File: src/rtl/drum_div_seq.sv
// Sequential DRUM-style approximate unsigned divider: K-bit reduced mantissas,
// 1-bit/cycle restoring division, exponent rescale with saturation.
module drum_div_seq #(
    parameter int WIDTH = 16,
    parameter int K     = 6
) (
    input  logic             clk,
    input  logic             rst_n,
    input  logic             start,
    input  logic [WIDTH-1:0] a,
    input  logic [WIDTH-1:0] b,
    output logic             in_ready,
    output logic             out_valid,
    input  logic             out_ready,
    output logic [WIDTH-1:0] q,
    output logic             dbz
);
    localparam int SW = $clog2(WIDTH + 1);
    localparam int EW = SW + 2;
    localparam int QW = 2 * K;
    localparam int CW = $clog2(QW + 1);
    localparam int WW = WIDTH + QW;

    // Handshake: a request moves when start & in_ready, a result when out_valid & out_ready.
    typedef enum logic [2:0] {IDLE, NORM, DIV, FIN, OUT} state_t;

    state_t                state_q, state_d;
    logic [WIDTH-1:0]      a_r, b_r;
    logic [K-1:0]          nb_r;
    logic signed [EW-1:0]  e_r;
    logic                  zero_r;
    logic [K:0]            rem_r;
    logic [QW-1:0]         quo_r;
    logic [CW-1:0]         cnt_r;

    logic [K-1:0]          ma_c, nb_c;
    logic [SW-1:0]         sa_c, sb_c;
    logic signed [EW-1:0]  e_c;
    logic [K:0]            trial, diff;
    logic                  ge;
    logic [EW-1:0]         neg_e;
    logic [WW-1:0]         wide;
    logic [WIDTH-1:0]      q_c;

    // Keep the K bits below and including the leading one; force the kept LSB to 1.
    function automatic void reduce(input logic [WIDTH-1:0] x,
                                   output logic [K-1:0] m, output logic [SW-1:0] s);
        int k;
        k = 0;
        for (int i = 0; i < WIDTH; i++) if (x[i]) k = i;
        if (k >= K) begin
            s = SW'(k - K + 1);
            m = K'(x >> (k - K + 1)) | K'(1);
        end else begin
            s = '0;
            m = x[K-1:0];
        end
    endfunction

    always_comb begin
        ma_c = '0; sa_c = '0; nb_c = '0; sb_c = '0;
        reduce(a_r, ma_c, sa_c);
        reduce(b_r, nb_c, sb_c);
        e_c = EW'(sa_c) - EW'(sb_c) - EW'(K);
    end

    always_comb begin
        trial = {rem_r[K-1:0], quo_r[QW-1]};
        ge    = trial >= {1'b0, nb_r};
        diff  = trial - {1'b0, nb_r};
    end

    always_comb begin
        neg_e = -e_r;
        if (!e_r[EW-1]) wide = WW'(quo_r) << $unsigned(e_r);
        else            wide = WW'(quo_r) >> neg_e;
        q_c = (|wide[WW-1:WIDTH]) ? '1 : wide[WIDTH-1:0];
    end

    always_ff @(posedge clk or negedge rst_n) begin
        if (!rst_n) state_q <= IDLE;
        else        state_q <= state_d;
    end

    always_comb begin
        state_d = state_q;
        case (state_q)
            IDLE: if (start)     state_d = NORM;
            NORM:                state_d = (b_r == '0) ? FIN : DIV;
            DIV:  if (cnt_r == CW'(QW - 1)) state_d = FIN;
            FIN:                 state_d = OUT;
            OUT:  if (out_ready) state_d = IDLE;
            default:             state_d = IDLE;
        endcase
    end

    assign in_ready  = (state_q == IDLE);
    assign out_valid = (state_q == OUT);

    always_ff @(posedge clk or negedge rst_n) begin
        if (!rst_n) begin
            a_r <= '0; b_r <= '0; nb_r <= '0; e_r <= '0; zero_r <= 1'b0;
            rem_r <= '0; quo_r <= '0; cnt_r <= '0; q <= '0; dbz <= 1'b0;
        end else begin
            case (state_q)
                IDLE: if (start) begin
                    a_r <= a;
                    b_r <= b;
                end
                NORM: begin
                    nb_r   <= nb_c;
                    e_r    <= e_c;
                    zero_r <= (b_r == '0);
                    rem_r  <= '0;
                    quo_r  <= {ma_c, {K{1'b0}}};
                    cnt_r  <= '0;
                end
                // quo_r shifts dividend bits out at the top and quotient bits in at the bottom.
                DIV: begin
                    rem_r <= ge ? diff : trial;
                    quo_r <= {quo_r[QW-2:0], ge};
                    cnt_r <= cnt_r + CW'(1);
                end
                FIN: begin
                    q   <= zero_r ? '1 : q_c;
                    dbz <= zero_r;
                end
                default: ;
            endcase
        end
    end
endmodule

File: config.mk
export PLATFORM = sky130hd
export DESIGN_NAME = drum_div_seq
export DESIGN_NICKNAME = d
export VERILOG_FILES = /design/src/rtl/drum_div_seq.sv
export SDC_FILE = /design/constraint.sdc
export NUM_CORES = 1
export LEC_CHECK = 0
export CAP_MARGIN = 30
export CELL_PAD_IN_SITES_DETAIL_PLACEMENT = 0
export CELL_PAD_IN_SITES_GLOBAL_PLACEMENT = 2
export CORE_MARGIN = 4
export CORE_UTILIZATION = 40
export DETAILED_ROUTE_END_ITERATION = 6
export GPL_TIMING_DRIVEN = 1
export PLACE_DENSITY_LB_ADDON = 0.15
export SYNTH_ARGS = -nofsm -noshare
export SYNTH_HDL_FRONTEND = slang
export SYNTH_SLANG_ARGS = --single-unit
File: constraint.sdc
create_clock -name clk -period 7.1 [get_ports clk]
set_input_delay 1.42 -clock clk [delete_from_list [all_inputs] [get_ports clk]]
set_output_delay 1.42 -clock clk [all_outputs]
set_load 0.01 [all_outputs]
==> flow_summary.ini, run 1 <==
[run_status]
status = finished, final reports clean

[floorplanning]
rows = 49
die_w_um = 144.3
ios = 55
start_util_pct = 40.97
core_mm2 = 0.01815
dieArea_mm2 = 0.02084
fp.dieH_um = 144.3

[sta]
setup_viol_count_final = 0
layout_min_cycle_time_ns = 4.491
clock-skew-final_ns = 0.01222
fmax_mhz = 222.7
drv_slew = 0
hold_viol = 0
tightest_slew_ns = 0.9225
min_period_over_period_pct = 63.26
rsz0062_at_grt = no
finalSetupTns_ns = 0
slew_headroom_pct = 38.06

[route]
drt_first_pass_iters = 5
viasPerCell = 6.147
wl_per_cell_um = 19.97
ant_nets = 0
wirelength_mm = 21.53
drt-initial-drc-count = 501
drc = 0
num_vias = 6626

[final_layout]
ff_latch_area_mm2 = 0.002202
final_nets = 902
final_cell_mix = dfrtp_1, nor2_1, nand2_1, o21ai_0, clkdlybuf4s50_1
mostFrequentLayoutCell = dfrtp_1
multi_input_area_mm2 = 0.004723
fin_cells = 1078
fill_cells = 1751
area_growth_pct = 11.54
drive_gt1_share_pct = 11.90
n_antenna_cell = 0

[synthesis]
yosysTopAreaCell = dfrtp_1
synth_xor_area_share_pct = 1.901
synth_cell_type_count = 86
synth_top_family_by_area = compound AO/OA/AOI/OAI gates
syn_avg_cell_area_um2 = 8.873
synth.area.mux_share_pct = 15.56
synth_cells = 838
syn_nets = 896
synth-warning-count = 0
ys_seq_area_share_pct = 29.61
synth-simple-area-share_pct = 16.89
synth_edf_count = 0
ys_ff_latch = 88
synth-main-ff-cell = dfrtp_1
synth_compound_area_share_pct = 25.12
async_flop_share_pct = 100.0
synthAdderAreaFrac_pct = 3.904
synth_top_area_share_pct = 29.61
netlist_area_mm2 = 0.007436
synthTopCellsByArea = dfrtp_1, mux2_2, mux4_2

[critical_path]
criticalPathCategory = reg -> reg
worstPathArrival_ns = 4.76
required_ns = 7.37
end_kind = flop
reg2reg_depth = 18
reg2reg_from = a_r[11]
endpoint = e_r[6]
start_kind = flop
cp-startpoint = a_r[11]
critPathMaxFanout = 12
r2r-end = e_r[6]
r2r_setup_slack_ns = 2.61

[cts]
htreeDepth = 3
worstSkewPairLatency_ns = 0.35
cts_buffers = 9
cts_tree = yes
clock-sinks = 88
cts_root_buf = clkbuf_16
post_cts_buffers = 0
cts_hold_buf = 0
cts_resized = 0
cts.clk_slew.worst_paths_ns = 0.07
clock_path_buffers = 2

[placement]
gp_congestion = 0.9301
dp_hpwl_mm = 15.85
io_buffer_count = 54
placed_cells = 1062

[global_routing]
grt_use_met1_pct = 28.18
grt_pass1_wl_mm = 35.43
grt_antenna_before_repair = 0
grt_util_met3_pct = 3.075
grtUsageMet2_pct = 34.77
grt_overflow = 0
busiest_layer = met2
grtUsageTotal_pct = 21.07
grt_pass1_vias = 6685
grt_max_degree = 62

[hold_path]
hp-class = reg -> reg

[job]
maxCapViolCount = 0
critical path, cell delays in order (launching register included):
cell	delay, ns
dfrtp_1	0.47
or3b_1	0.40
a311oi_1	0.35
a21oi_1	0.08
buf_4	0.20
inv_1	0.21
ha_1	0.19
inv_1	0.04
o211a_1	0.16
o21ai_0	0.57
nand2_1	0.13
ha_1	0.25
fa_1	0.40
inv_1	0.07
a21o_1	0.11
a21oi_1	0.08
xnor2_1	0.15
or3_1	0.40
a31oi_1	0.17
how the worst min path moves through the flow:
| stage | start | end | slack, ns | cells past startpoint |
|---|---|---|---|---|
| after detailed placement | zero_r | zero_r | 0.49 | 2 |
| after floorplan | rem_r[5] | rem_r[5] | 0.45 | 2 |
| after global placement | rem_r[5] | rem_r[5] | 0.47 | 2 |
| after global routing | q[3] | q[3] | 0.53 | 1 |
| final | q[7] | q[7] | 0.51 | 1 |
| after CTS | zero_r | zero_r | 0.51 | 2 |
cell families after synthesis:
family                   after synthesis
buffers and inverters                112
flip-flops                            88
XOR/XNOR                              14
adder cells (fa/ha/maj)               22
AND/OR/NAND/NOR                      253
multiplexers                          90
AO/OA/AOI/OAI                        259
stage by stage:
stage | setup WS, ns | utilization [%] | cell area (um2) | hold WS [ns]
final | 2.609 | 45.70 | 8294 | 0.5086
after global routing | 2.277 | 45.70 | 8294 | 0.5321
after CTS | 2.609 | 45.70 | 8294 | 0.5105
after detailed placement | 2.628 | 44.05 | 7994 | 0.4944
after global placement | 2.795 | 44.05 | 7994 | 0.4684
after floorplan | 3.206 | - | 7436 | 0.4492
cell usage after synthesis, types with 9 or more instances:
library cell / number
nand2b_1: 9
nor3_1: 26
dfrtp_1: 88
mux2_2: 35
ha_1: 20
a21oi_1: 30
nor2_1: 69
mux4_2: 17
inv_1: 41
nand2_1: 64
nand3_1: 10
clkbuf_1: 46
a31oi_1: 17
o21ai_0: 64
mux2i_1: 38
o22a_1: 16
nor2b_1: 16
registers in the layout, summed over array words and instances, names as in the netlist:
register	cells
a_r	16
b_r	16
cnt_r	4
dbz	1
e_r	7
nb_r	6
q	16
quo_r	12
rem_r	6
state_q	3
zero_r	1
layer usage:
| metal | up-vias | share of wire [%] |
|---|---|---|
| li1 | 3150 | - |
| met1 | 3254 | 45 |
| met2 | 178 | 48 |
| met3 | 44 | 3.8 |
| met4 | 0 | 2.9 |
| met5 | - | 0 |
cell type report:
class,count,share of cell area [%]
Tap cell,229,3.455
Clock buffer,9,2.715
Multi-Input combinational cell,638,56.95
Sequential cell,88,26.55
Timing Repair Buffer,66,7.573
Inverter,41,1.855
Clock inverter,7,0.9051
Power of run 1 is left out: the tool's default activity adds up to more than one toggle a clock period on the data nets, which glitch-free logic cannot reach.
==> inputs of run 2 (changes only) <==
--- a/config.mk
+++ b/config.mk
@@ -9,7 +9,7 @@
 export CELL_PAD_IN_SITES_DETAIL_PLACEMENT = 0
 export CELL_PAD_IN_SITES_GLOBAL_PLACEMENT = 2
 export CORE_MARGIN = 4
-export CORE_UTILIZATION = 40
+export CORE_UTILIZATION = 38
 export DETAILED_ROUTE_END_ITERATION = 6
 export GPL_TIMING_DRIVEN = 1
 export PLACE_DENSITY_LB_ADDON = 0.15
==> constraint.sdc (replaced) <==
create_clock -name clk -period 4.3 [get_ports clk]
set_input_delay 0.86 -clock clk [delete_from_list [all_inputs] [get_ports clk]]
set_output_delay 0.86 -clock clk [all_outputs]
set_load 0.01 [all_outputs]
==> flow_summary.ini, run 2 (synthesized netlist as in run 1, its figures left out) <==
[sta]
setup_viol_count_final = 0
layout_min_cycle_time_ns = 3.907
min_period_over_period_pct = 90.86
drv_slew = 0
rsz0062_at_grt = no
finalSetupTns_ns = 0
clock-skew-final_ns = 0.01675
slew_headroom_pct = 31.24
hold_viol = 0
worst_slack_ns = 0.3929
fin_hold_ws_ns = 0.3883
fmax_mhz = 255.9
tightest_slew_ns = 1.031

[placement]
gp_congestion = 0.8843
place_ws_ns = 0.2882
dp_hpwl_mm = 16.41
io_buffer_count = 54

[cts]
cts_tree = yes
cts.clk_slew.worst_paths_ns = 0.08
htreeDepth = 3
cts_hold_buf = 0
worstSkewPairLatency_ns = 0.36
clock-sinks = 88
cts_root_buf = clkbuf_16
clock_path_buffers = 2
cts_buffers = 9

[route]
drt_first_pass_iters = 5
wirelength_mm = 21.99
num_vias = 6600
wl_per_cell_um = 19.46
ant_nets = 0
drc = 0
drt-initial-drc-count = 423
viasPerCell = 5.841

[floorplanning]
die_w_um = 147.9
core_mm2 = 0.01896
start_util_pct = 39.23
ios = 55
fp.dieH_um = 147.9
dieArea_mm2 = 0.02187
rows = 50

[critical_path]
reg2reg_depth = 16
critPathMaxFanout = 6
r2r-end = e_r[6]
end_kind = flop
start_kind = flop
reg2reg_from = b_r[1]
required_ns = 4.57
criticalPathCategory = reg -> reg
worstPathArrival_ns = 4.18
r2r_setup_slack_ns = 0.39

[final_layout]
largestRegisters = a_r: 16 flops, b_r: 16 flops, q: 16 flops
multi_input_area_mm2 = 0.004723
mostFrequentLayoutCell = dfrtp_1
ff_latch_area_mm2 = 0.002202
area_growth_pct = 14.12
final_nets = 923
fill_cells = 1912
drive_gt1_share_pct = 14.02
final_cell_mix = dfrtp_1, nor2_1, nand2_1
n_antenna_cell = 0

[global_routing]
grt_pass1_wl_mm = 36.57
grtUsageTotal_pct = 20.50
grt_overflow = 0
grt_pass1_vias = 6646
grt_antenna_before_repair = 0
grt_max_degree = 47

[hold_path]
hp-class = in -> async

[run_status]
status = finished, final reports clean

[job]
maxCapViolCount = 0
run 2: layout make-up:
class	instances	area share (%)
Tap cell	260	3.834
Multi-Input combinational cell	638	55.66
Inverter	41	1.814
Clock buffer	9	2.654
Clock inverter	7	0.8257
Sequential cell	88	25.95
Timing Repair Buffer	87	9.260
run 2: what timing repair did:
action | in CTS | in global routing
setup endpoints to repair | 0 | 3
setup buffers | 0 | 2
resized for setup | 0 | 1
run 2: worst max path at each step:
stage,from,end
after floorplan,a_r[11],e_r[4]
after global placement,b_r[1],e_r[4]
after detailed placement,b_r[5],e_r[6]
after CTS,b_r[5],e_r[6]
after global routing,b_r[1],e_r[6]
final,b_r[1],e_r[6]
run 2: per-layer routing:
metal  vias to the layer above  wire [um]  GRT usage (%)
met5                         -          0              0
met3                        38        773          2.667
met4                         0        544          6.282
met2                       148      10560          34.46
met1                      3209      10110          27.66
li1                       3205          -              -
run 2: through the flow:
step,util (%),instance area (um2),cells
finish,44.77,8486,1130
global route,44.77,8486,1130
CTS,44.69,8471,1128
detailed placement,43.13,8175,1112
global placement,43.13,8175,1112
floorplan,-,7436,838
run 2: worst max-delay path, stage by stage, from the launching register on:
cell      delay, ns
dfrtp_1        0.44
nor2b_1        0.16
o311ai_0       0.65
a211oi_4       0.19
inv_1          0.18
ha_1           0.17
inv_1          0.04
o211a_1        0.13
o21ai_0        0.33
nand2_1        0.13
ha_1           0.29
nor2b_1        0.12
o21ai_0        0.14
nand2b_1       0.10
xor2_1         0.18
or3_1          0.38
a31oi_1        0.19
Power of run 2 is left out for the same reason.
